==> config.mk <==
export PLATFORM = sky130hd
export DESIGN_NAME = result_accumulator
export DESIGN_NICKNAME = d
export VERILOG_FILES = /design/src/rtl/acc_pkg.sv /design/src/rtl/acc_add.sv /design/src/rtl/result_accumulator.sv
export SDC_FILE = /design/constraint.sdc
export NUM_CORES = 1
export LEC_CHECK = 0
export CORE_ASPECT_RATIO = 1.1
export CORE_MARGIN = 4
export CORE_UTILIZATION = 50
export CTS_CLUSTER_SIZE = 8
export DETAILED_ROUTE_END_ITERATION = 7
export PLACE_DENSITY = 0.74
export SLEW_MARGIN = 20
export SYNTH_ARGS = -nofsm -noshare
export SYNTH_HDL_FRONTEND = slang
export SYNTH_HIERARCHICAL = 1
export SYNTH_SLANG_ARGS = --single-unit
==> constraint.sdc <==
create_clock -name clk -period 5.1 [get_ports clk]
set_clock_uncertainty 0.15 [all_clocks]
set_input_delay 1.02 -clock clk [delete_from_list [all_inputs] [get_ports clk]]
set_output_delay 1.02 -clock clk [all_outputs]
set_load 0.05 [all_outputs]
==> src/rtl/acc_pkg.sv <==
// Shared constants for the result accumulator: FSM state encoding and default sizing.
package acc_pkg;

   localparam logic [1:0] IDLE  = 2'd0;
   localparam logic [1:0] ACCUM = 2'd1;
   localparam logic [1:0] HOLD  = 2'd2;

   localparam int unsigned DEF_WIDTH = 8;
   localparam int unsigned DEF_COUNT = 4;
   localparam int unsigned DEF_CNT_W = 8;

endpackage

==> src/rtl/acc_add.sv <==
// Next-sum adder with carry-out. Build macro ACC_SATURATE_EN clamps the sum to all-ones on carry
// instead of wrapping modulo 2^WIDTH.
module acc_add
   import acc_pkg::*;
#(
   parameter int unsigned WIDTH = DEF_WIDTH
) (
   input  logic [WIDTH-1:0] a_i,
   input  logic [WIDTH-1:0] b_i,
   output logic [WIDTH-1:0] sum_o,
   output logic             carry_o
);

   logic [WIDTH:0] full;

   always_comb begin
      full    = {1'b0, a_i} + {1'b0, b_i};
      carry_o = full[WIDTH];
`ifdef ACC_SATURATE_EN
      // A saturated sum stays at all-ones: any further non-zero addend carries again.
      sum_o   = full[WIDTH] ? '1 : full[WIDTH-1:0];
`else
      sum_o   = full[WIDTH-1:0];
`endif
   end

endmodule

==> src/rtl/result_accumulator.sv <==
// Batches COUNT accepted samples into a registered sum with sticky overflow, offered on a
// valid/ready output. Optional clamping arithmetic via build macro ACC_SATURATE_EN.
module result_accumulator
   import acc_pkg::*;
#(
   parameter int unsigned WIDTH = DEF_WIDTH,
   parameter int unsigned COUNT = DEF_COUNT,
   parameter int unsigned CNT_W = DEF_CNT_W
) (
   input  logic             clk,
   input  logic             reset,
   input  logic             in_valid,
   output logic             in_ready,
   input  logic [WIDTH-1:0] in_data,
   output logic             out_valid,
   input  logic             out_ready,
   output logic [WIDTH-1:0] out_sum,
   output logic             out_ovf
);

   localparam logic [CNT_W-1:0] LAST = CNT_W'(COUNT - 1);

   logic [1:0]       state_q, state_d;
   logic [WIDTH-1:0] sum_q, sum_d;
   logic [CNT_W-1:0] cnt_q, cnt_d;
   logic             ovf_q, ovf_d;

   logic [WIDTH-1:0] add_sum;
   logic             add_carry;

   acc_add #(.WIDTH(WIDTH)) u_add (
      .a_i     (sum_q),
      .b_i     (in_data),
      .sum_o   (add_sum),
      .carry_o (add_carry)
   );

   // Outputs decode registered state only, so nothing on in_* reaches out_* combinationally.
   assign in_ready  = (state_q == IDLE) || (state_q == ACCUM);
   assign out_valid = (state_q == HOLD);
   assign out_sum   = sum_q;
   assign out_ovf   = ovf_q;

   always_comb begin
      // NOTE: every next-state signal gets a hold-value default first, so no path infers a latch.
      state_d = state_q;
      sum_d   = sum_q;
      cnt_d   = cnt_q;
      ovf_d   = ovf_q;
      case (state_q)
         IDLE: begin
            if (in_valid) begin
               sum_d   = in_data;
               ovf_d   = 1'b0;
               cnt_d   = CNT_W'(1);
               state_d = (COUNT == 1) ? HOLD : ACCUM;
            end
         end
         ACCUM: begin
            if (in_valid) begin
               sum_d = add_sum;
               ovf_d = ovf_q | add_carry;
               cnt_d = cnt_q + CNT_W'(1);
               if (cnt_q == LAST) state_d = HOLD;
            end
         end
         HOLD: begin
            if (out_ready) begin
               state_d = IDLE;
               cnt_d   = '0;
            end
         end
         default: state_d = IDLE;
      endcase
   end

   // NOTE: state registers use non-blocking assignments so all flops update together at the edge.
   always_ff @(posedge clk or posedge reset) begin
      if (reset) begin
         state_q <= IDLE;
         sum_q   <= '0;
         cnt_q   <= '0;
         ovf_q   <= 1'b0;
      end else begin
         state_q <= state_d;
         sum_q   <= sum_d;
         cnt_q   <= cnt_d;
         ovf_q   <= ovf_d;
      end
   end

endmodule

==> results of run 1 <==
## synthesized netlist by cell type, types with 2 or more instances
cell	instances
or2_2	2
clkbuf_1	3
inv_1	8
xnor2_1	3
nor2_1	7
o31ai_1	3
a21oi_2	3
ha_1	14
or3_1	3
mux2i_1	9
a21oi_1	3
nand2_1	17
nand3_1	5
dfrtp_1	19
a31oi_1	3
a21o_1	2
nor2b_1	3
o21ai_0	19
## registers in the layout, summed over array words and instances, names as in the netlist
signal and count:
cnt_q 8, out_ovf 1, state_q 2, out_sum 8
## metrics by stage
step / hold WS [ps] / std cells / area [um2] / setup slack [ps]
floorplan: 310 / 151 / 1410 / 2580
global placement: 336 / 200 / 1650 / 1680
detailed placement: 340 / 200 / 1650 / 1620
CTS: 361 / 204 / 1680 / 1260
global route: 373 / 204 / 1680 / 1160
finish: 360 / 204 / 1680 / 1300
## layout make-up
cell class | instances | area (um2)
clock buffers | 3 | 22.5
repair buffers | 22 | 220
multi-input cells | 120 | 885
flip-flops and latches | 19 | 475
well taps | 31 | 38.8
fillers | 205 | 915
inverters | 8 | 30.0
clock inverters | 1 | 5.00
## kinds of logic (layout without fill, tap and decap cells)
| family | count (synthesis) | count (layout) | synth area share (%) |
|---|---|---|---|
| simple gates | 48 | 48 | 17.5 |
| compound gates | 42 | 42 | 20.9 |
| buf+inv | 12 | 34 | 3.72 |
| xor+xnor | 4 | 4 | 2.48 |
| mux | 11 | 11 | 7.97 |
| fa+ha+maj | 15 | 15 | 13.8 |
| flops | 19 | 19 | 33.7 |
## final timing paths
kind                         endpoint  slack [ps]  cells after the start
setup / recovery             in_ready        1300                      4
hold / removal               cnt_q[6]         360                      1
setup reg to reg             cnt_q[4]        2440                      6
hold reg to reg              cnt_q[6]         360                      1
max in group asynchronous  out_sum[2]        3310                      2
min in group asynchronous    cnt_q[2]        1000                      2
## power by group
group | leakage (nW) | switching [mW] | total, mW | internal, mW
clock | 0.0177 | 0.0493 | 0.0784 | 0.0292
sequential | 0.245 | 0.0440 | 0.247 | 0.203
combinational | 0.495 | 0.475 | 0.781 | 0.306
## worst reg2reg max path: stages (launching register included)
cell	delay [ps]
dfrtp_1	400
inv_1	90
ha_1	480
o21ba_2	340
or3_1	510
or2_4	340
o31ai_1	260
## metal layers
layer | up-vias | GRT usage (%) | routed length (um)
met5 | - | 0 | 0
met1 | 553 | 20.7 | 1330
met3 | 2 | 2.82 | 68
met2 | 14 | 31.3 | 1600
li1 | 590 | - | -
met4 | 0 | 5.95 | 29
==> results.md, run 1 <==
- Outcome: completed
- Total GRT Usage: 17.4%
- Fmax: 263 MHz
- Initial DRC Count: 33
- Clk root buf: clkbuf_4
- Layout cells sized above 1: roughly a tenth
- Number of enable flip-flop cells after synthesis: 0
- Vias in the first global route: 1198
- Number of synthesized register bits: 19
- Seq/Total Area, Yosys: between 30% and 40%
- Top-area cell type share of the netlist area: 33.7%
- Period utilisation layout: 74.6%
- ANT nets after route: 0
- Post-Syn Nets: 178
- Skew-Pair Late Insertion Delay: about 300 ps
- Final Power: 1.11 mW
- DRC violations left: 0
- Crit Path Max Fanout: 19
- Peak supply drop: 443 uV
- Post-CTS Resized: 0
- Chip height: 63.7 um
- Hold_sp: cnt_q[6]
- Slowest-stage cell, CP: clkdlybuf4s50_1
- Die Wd: 58.7 um
- Avg WL per Cell: 14.8 um
- Critical Path AT: 2630 ps
- Congestion Overflow GR: 0
- DP Wirelength: 2340 um
- Syn. warnings: 6
- Setup Fix Bufs, Post-CTS: 0
- Max stage delay on crit path: 810 ps
- Vias/cell: 5.68
- Final Hold Viols: 0
- CTS H-Tree Depth: 1
- CTS Sinks: 19
- Row count: 19
- Critical Path Sink Type: primary output
- Most frequent cells in the layout: 22 x clkdlybuf4s50_1, 19 x o21ai_0, 19 x dfrtp_1, 17 x nand2_1, 14 x ha_1
- Layout area overhead: 18.7%
- Post-synthesis cell area: 1410 um2
- Initial Util: 54.5%
- Top Ports: 23
- P per Cell Area: roughly 660 nW/um2
- Async SR Flop Fraction: 100%
- Mean post-synth cell area: 9.36 um2
- # diodes: 0
- Tmin final: 3800 ps
- Most common cell after layout, fill and taps aside: clkdlybuf4s50_1
- Cell taking the most area after synthesis: dfrtp_1
- Synth unique cells: 43
- Mapped Cells: 151
- Synth top area cells: dfrtp_1 34%, ha_1 12%, o21ai_0 6.7%
- CP Class: reg2out
- Core area: between 2000 and 3000 um2
- Critical path buffer and inverter count: 2
- Final Max Tran Viols: 0
- Top Family by Delay on Critical Path: buffers and inverters
- CTS tree: yes
- Vias: 1159
- Die area: 3740 um2
- RSZ-0062 raised after global routing: no
- Slew margin rel.: 44.2%
- DRT Pass-1 Iters: 4
- CTS buffer count: 3
- Crit path from: state_q[1]
- Final wirelength: 3020 um
- Max cap viols: 0
- Leak: 0.757 nW
- Final Setup Violations: 0
- Post-CTS Hold Buffers: 0
- CP Launch Type: flip-flop
- First-pass GRT wire length: 5190 um
- Hold Crit Class: reg2reg
- CP Cell Sequence: inv_1, ha_1, or2_2, clkdlybuf4s50_1
- Fin nets: between 200 and 250
- Largest net degree at the start of global routing: 20
- GPL Wtd Cong: 0.826
- Reg-to-reg startpoint: state_q[1]
- Port bufs: 22
- Max clock buf depth: 2
- Initial antenna violation count: 0
- Total negative slack: 0 ps
- WP data required: 3930 ps
- Main synth FF type: dfrtp_1
- Worst Tran Pin Value: 837 ps
- Clock-pin slew on the worst setup and hold paths: 120 ps
- Final Core Density: 64.7%
(Power assumes the default switching activity.)
==> inputs of run 2 (changes only) <==
--- a/config.mk
+++ b/config.mk
@@ -7,10 +7,10 @@
 export LEC_CHECK = 0
 export CORE_ASPECT_RATIO = 1.1
 export CORE_MARGIN = 4
-export CORE_UTILIZATION = 50
+export CORE_UTILIZATION = 48
 export CTS_CLUSTER_SIZE = 8
 export DETAILED_ROUTE_END_ITERATION = 7
-export PLACE_DENSITY = 0.74
+export PLACE_DENSITY = 0.75
 export SLEW_MARGIN = 20
 export SYNTH_ARGS = -nofsm -noshare
 export SYNTH_HDL_FRONTEND = slang
==> constraint.sdc (replaced) <==
create_clock -name clk -period 3.44 [get_ports clk]
set_clock_uncertainty 0.15 [all_clocks]
set_input_delay 0.688 -clock clk [delete_from_list [all_inputs] [get_ports clk]]
set_output_delay 0.688 -clock clk [all_outputs]
set_load 0.05 [all_outputs]
==> run 2 against run 1 <==
  * Total power up 49%
  * Core utilization shrank 4.6 points
  * Clock power rose by 49%
  * Setup slack lost 730 ps
  * Register-to-register slack lost 1400 ps
  * Sequential power up 48%
  * Via count rose by 2.7%
  * Sequential share of layout area down 0.15 points
  * Combinational power up 49%
==> results.md, run 2 (synthesized netlist as in run 1, its figures left out) <==
- Worst Tran Pin Value: 765 ps (-72.3 ps)
- Layout area overhead: 19.3%
- Clk root buf: clkbuf_4
- DRC violations left: 0 (unchanged)
- Slew margin rel.: 49.0% (+4.8 points)
- Final Max Tran Viols: 0 (unchanged)
- Top Ports: 23 (unchanged)
- Layout cells sized above 1: 9.77% (-0.056 points)
- Congestion Overflow GR: 0 (unchanged)
- RSZ-0062 raised after global routing: no
- Leak: 0.760 nW (+0.28%)
- Fin nets: 202 (+0.50%)
- Most frequent cells in the layout: 22 x clkdlybuf4s50_1, 19 x o21ai_0, 19 x dfrtp_1, 17 x nand2_1, 14 x ha_1
- CTS tree: yes
- Final Core Density: 60.1% (-4.6 points)
- Fmax: ~350 MHz
- Setup Fix Bufs, Post-CTS: 0 (unchanged)
- Final wirelength: 3000 um (-0.93%)
- Initial DRC Count: 32 (-3.0%)
- Tmin final: 2870 ps
- DP Wirelength: 2300 um (-1.9%)
- Die area: 3880 um2 (+3.6%)
- Peak supply drop: 558 uV (+26%)
- Vias: 1190 (+2.7%)
- DRT Pass-1 Iters: 4 (unchanged)
- Skew-Pair Late Insertion Delay: 290 ps (about the same)
- Most common cell after layout, fill and taps aside: clkdlybuf4s50_1
- Critical Path Sink Type: primary output
- Vias/cell: 5.75 (+1.2%)
- Crit Path Max Fanout: 4 (-15)
- Die Wd: 59.7 um (+1.8%)
- Final Setup Violations: 0 (unchanged)
- Post-CTS Resized: 0 (unchanged)
- WP data required: 2600 ps (-1330 ps)
- Max clock buf depth: 2 (unchanged)
- CTS Sinks: 19 (unchanged)
- Outcome: completed
- Initial Util: 50.4% (-4.1 points)
- CP Class: reg2out
- Final Hold Viols: 0 (unchanged)
- Core area: 2800 um2 (+8.2%)
- ANT nets after route: 0 (unchanged)
- Critical Path AT: 2030 ps (-600 ps)
- Total negative slack: 0 ps (unchanged)
- Vias in the first global route: 1140 (-4.8%)
- CP Launch Type: flip-flop
- P per Cell Area: 976 nW/um2 (+48%)
- Hold Crit Class: reg2reg
- Total GRT Usage: 16.3% (-1.2 points)
- CTS H-Tree Depth: 1 (unchanged)
- Chip height: 64.9 um (+1.8%)
- Largest net degree at the start of global routing: 20 (unchanged)
- Period utilisation layout: 83.5%
- Max cap viols: 0 (unchanged)
- GPL Wtd Cong: 0.824 (-0.23%)
- Port bufs: 22 (unchanged)
- Clock-pin slew on the worst setup and hold paths: 110 ps (about the same)
- First-pass GRT wire length: 4920 um (-5.2%)
- Initial antenna violation count: 0 (unchanged)
- Row count: 20 (+1)
- Avg WL per Cell: 14.5 um (-2.4%)
- # diodes: 0 (unchanged)
- Post-CTS Hold Buffers: 0 (unchanged)
- CTS buffer count: 3 (unchanged)
[run 2: changes by cell type in the layout (fill, tap and decap cells not counted)]
cell / delta
buf_4: +1
clkbuf_1: +1
clkinv_2: -1
[run 2: cell type report]
cell class	instances	area, um2
tap	33	41.3
inverter	8	30.0
multi-input combinational	120	885
clock buffer	4	26.3
timing repair buffer	23	228
sequential	19	475
fill	235	1120
[run 2: power by group]
part           leakage [nW]  internal [mW]  switching (mW)
clock network        0.0150         0.0451          0.0717
registers             0.245          0.301          0.0648
logic                 0.500          0.456           0.707
total                 0.760          0.801           0.843
[run 2: routing by layer]
layer  vias to the layer above  global-route usage [%]  share of wire, %
li1                        587                       -                 -
met1                       582                    19.8                43
met2                        19                    28.5                53
met3                         2                    2.59               3.0
met4                         0                    4.99              0.83
met5                         -                       0                 0
[run 2: path summary, 6_finish.rpt]
kind                            start  slack [ps]         end  depth (start not counted)
max in group asynchronous       reset        2000  out_sum[4]                          2
hold / removal             out_sum[7]         380  out_sum[7]                          2
setup / recovery           state_q[0]         570    in_ready                          4
min in group asynchronous       reset         670    cnt_q[0]                          2
setup reg to reg           state_q[1]        1010    cnt_q[6]                          7
hold reg to reg            out_sum[7]         380  out_sum[7]                          2
[run 2: critical path, cell delays in order (launching register included)]
cell,delay [ps]
dfrtp_1,420
inv_1,100
ha_1,210
or2_2,300
clkdlybuf4s50_1,710
[run 2: per-stage QoR]
step	area, um2	setup WS (ps)	cells	power [mW]	hold slack, ps
finish	1690	568	207	1.64	378
global route	1690	473	207	1.77	391
CTS	1690	546	207	1.65	369
detailed placement	1660	597	203	1.53	347
global placement	1660	719	203	1.49	346
floorplan	1410	1250	151	1.26	310
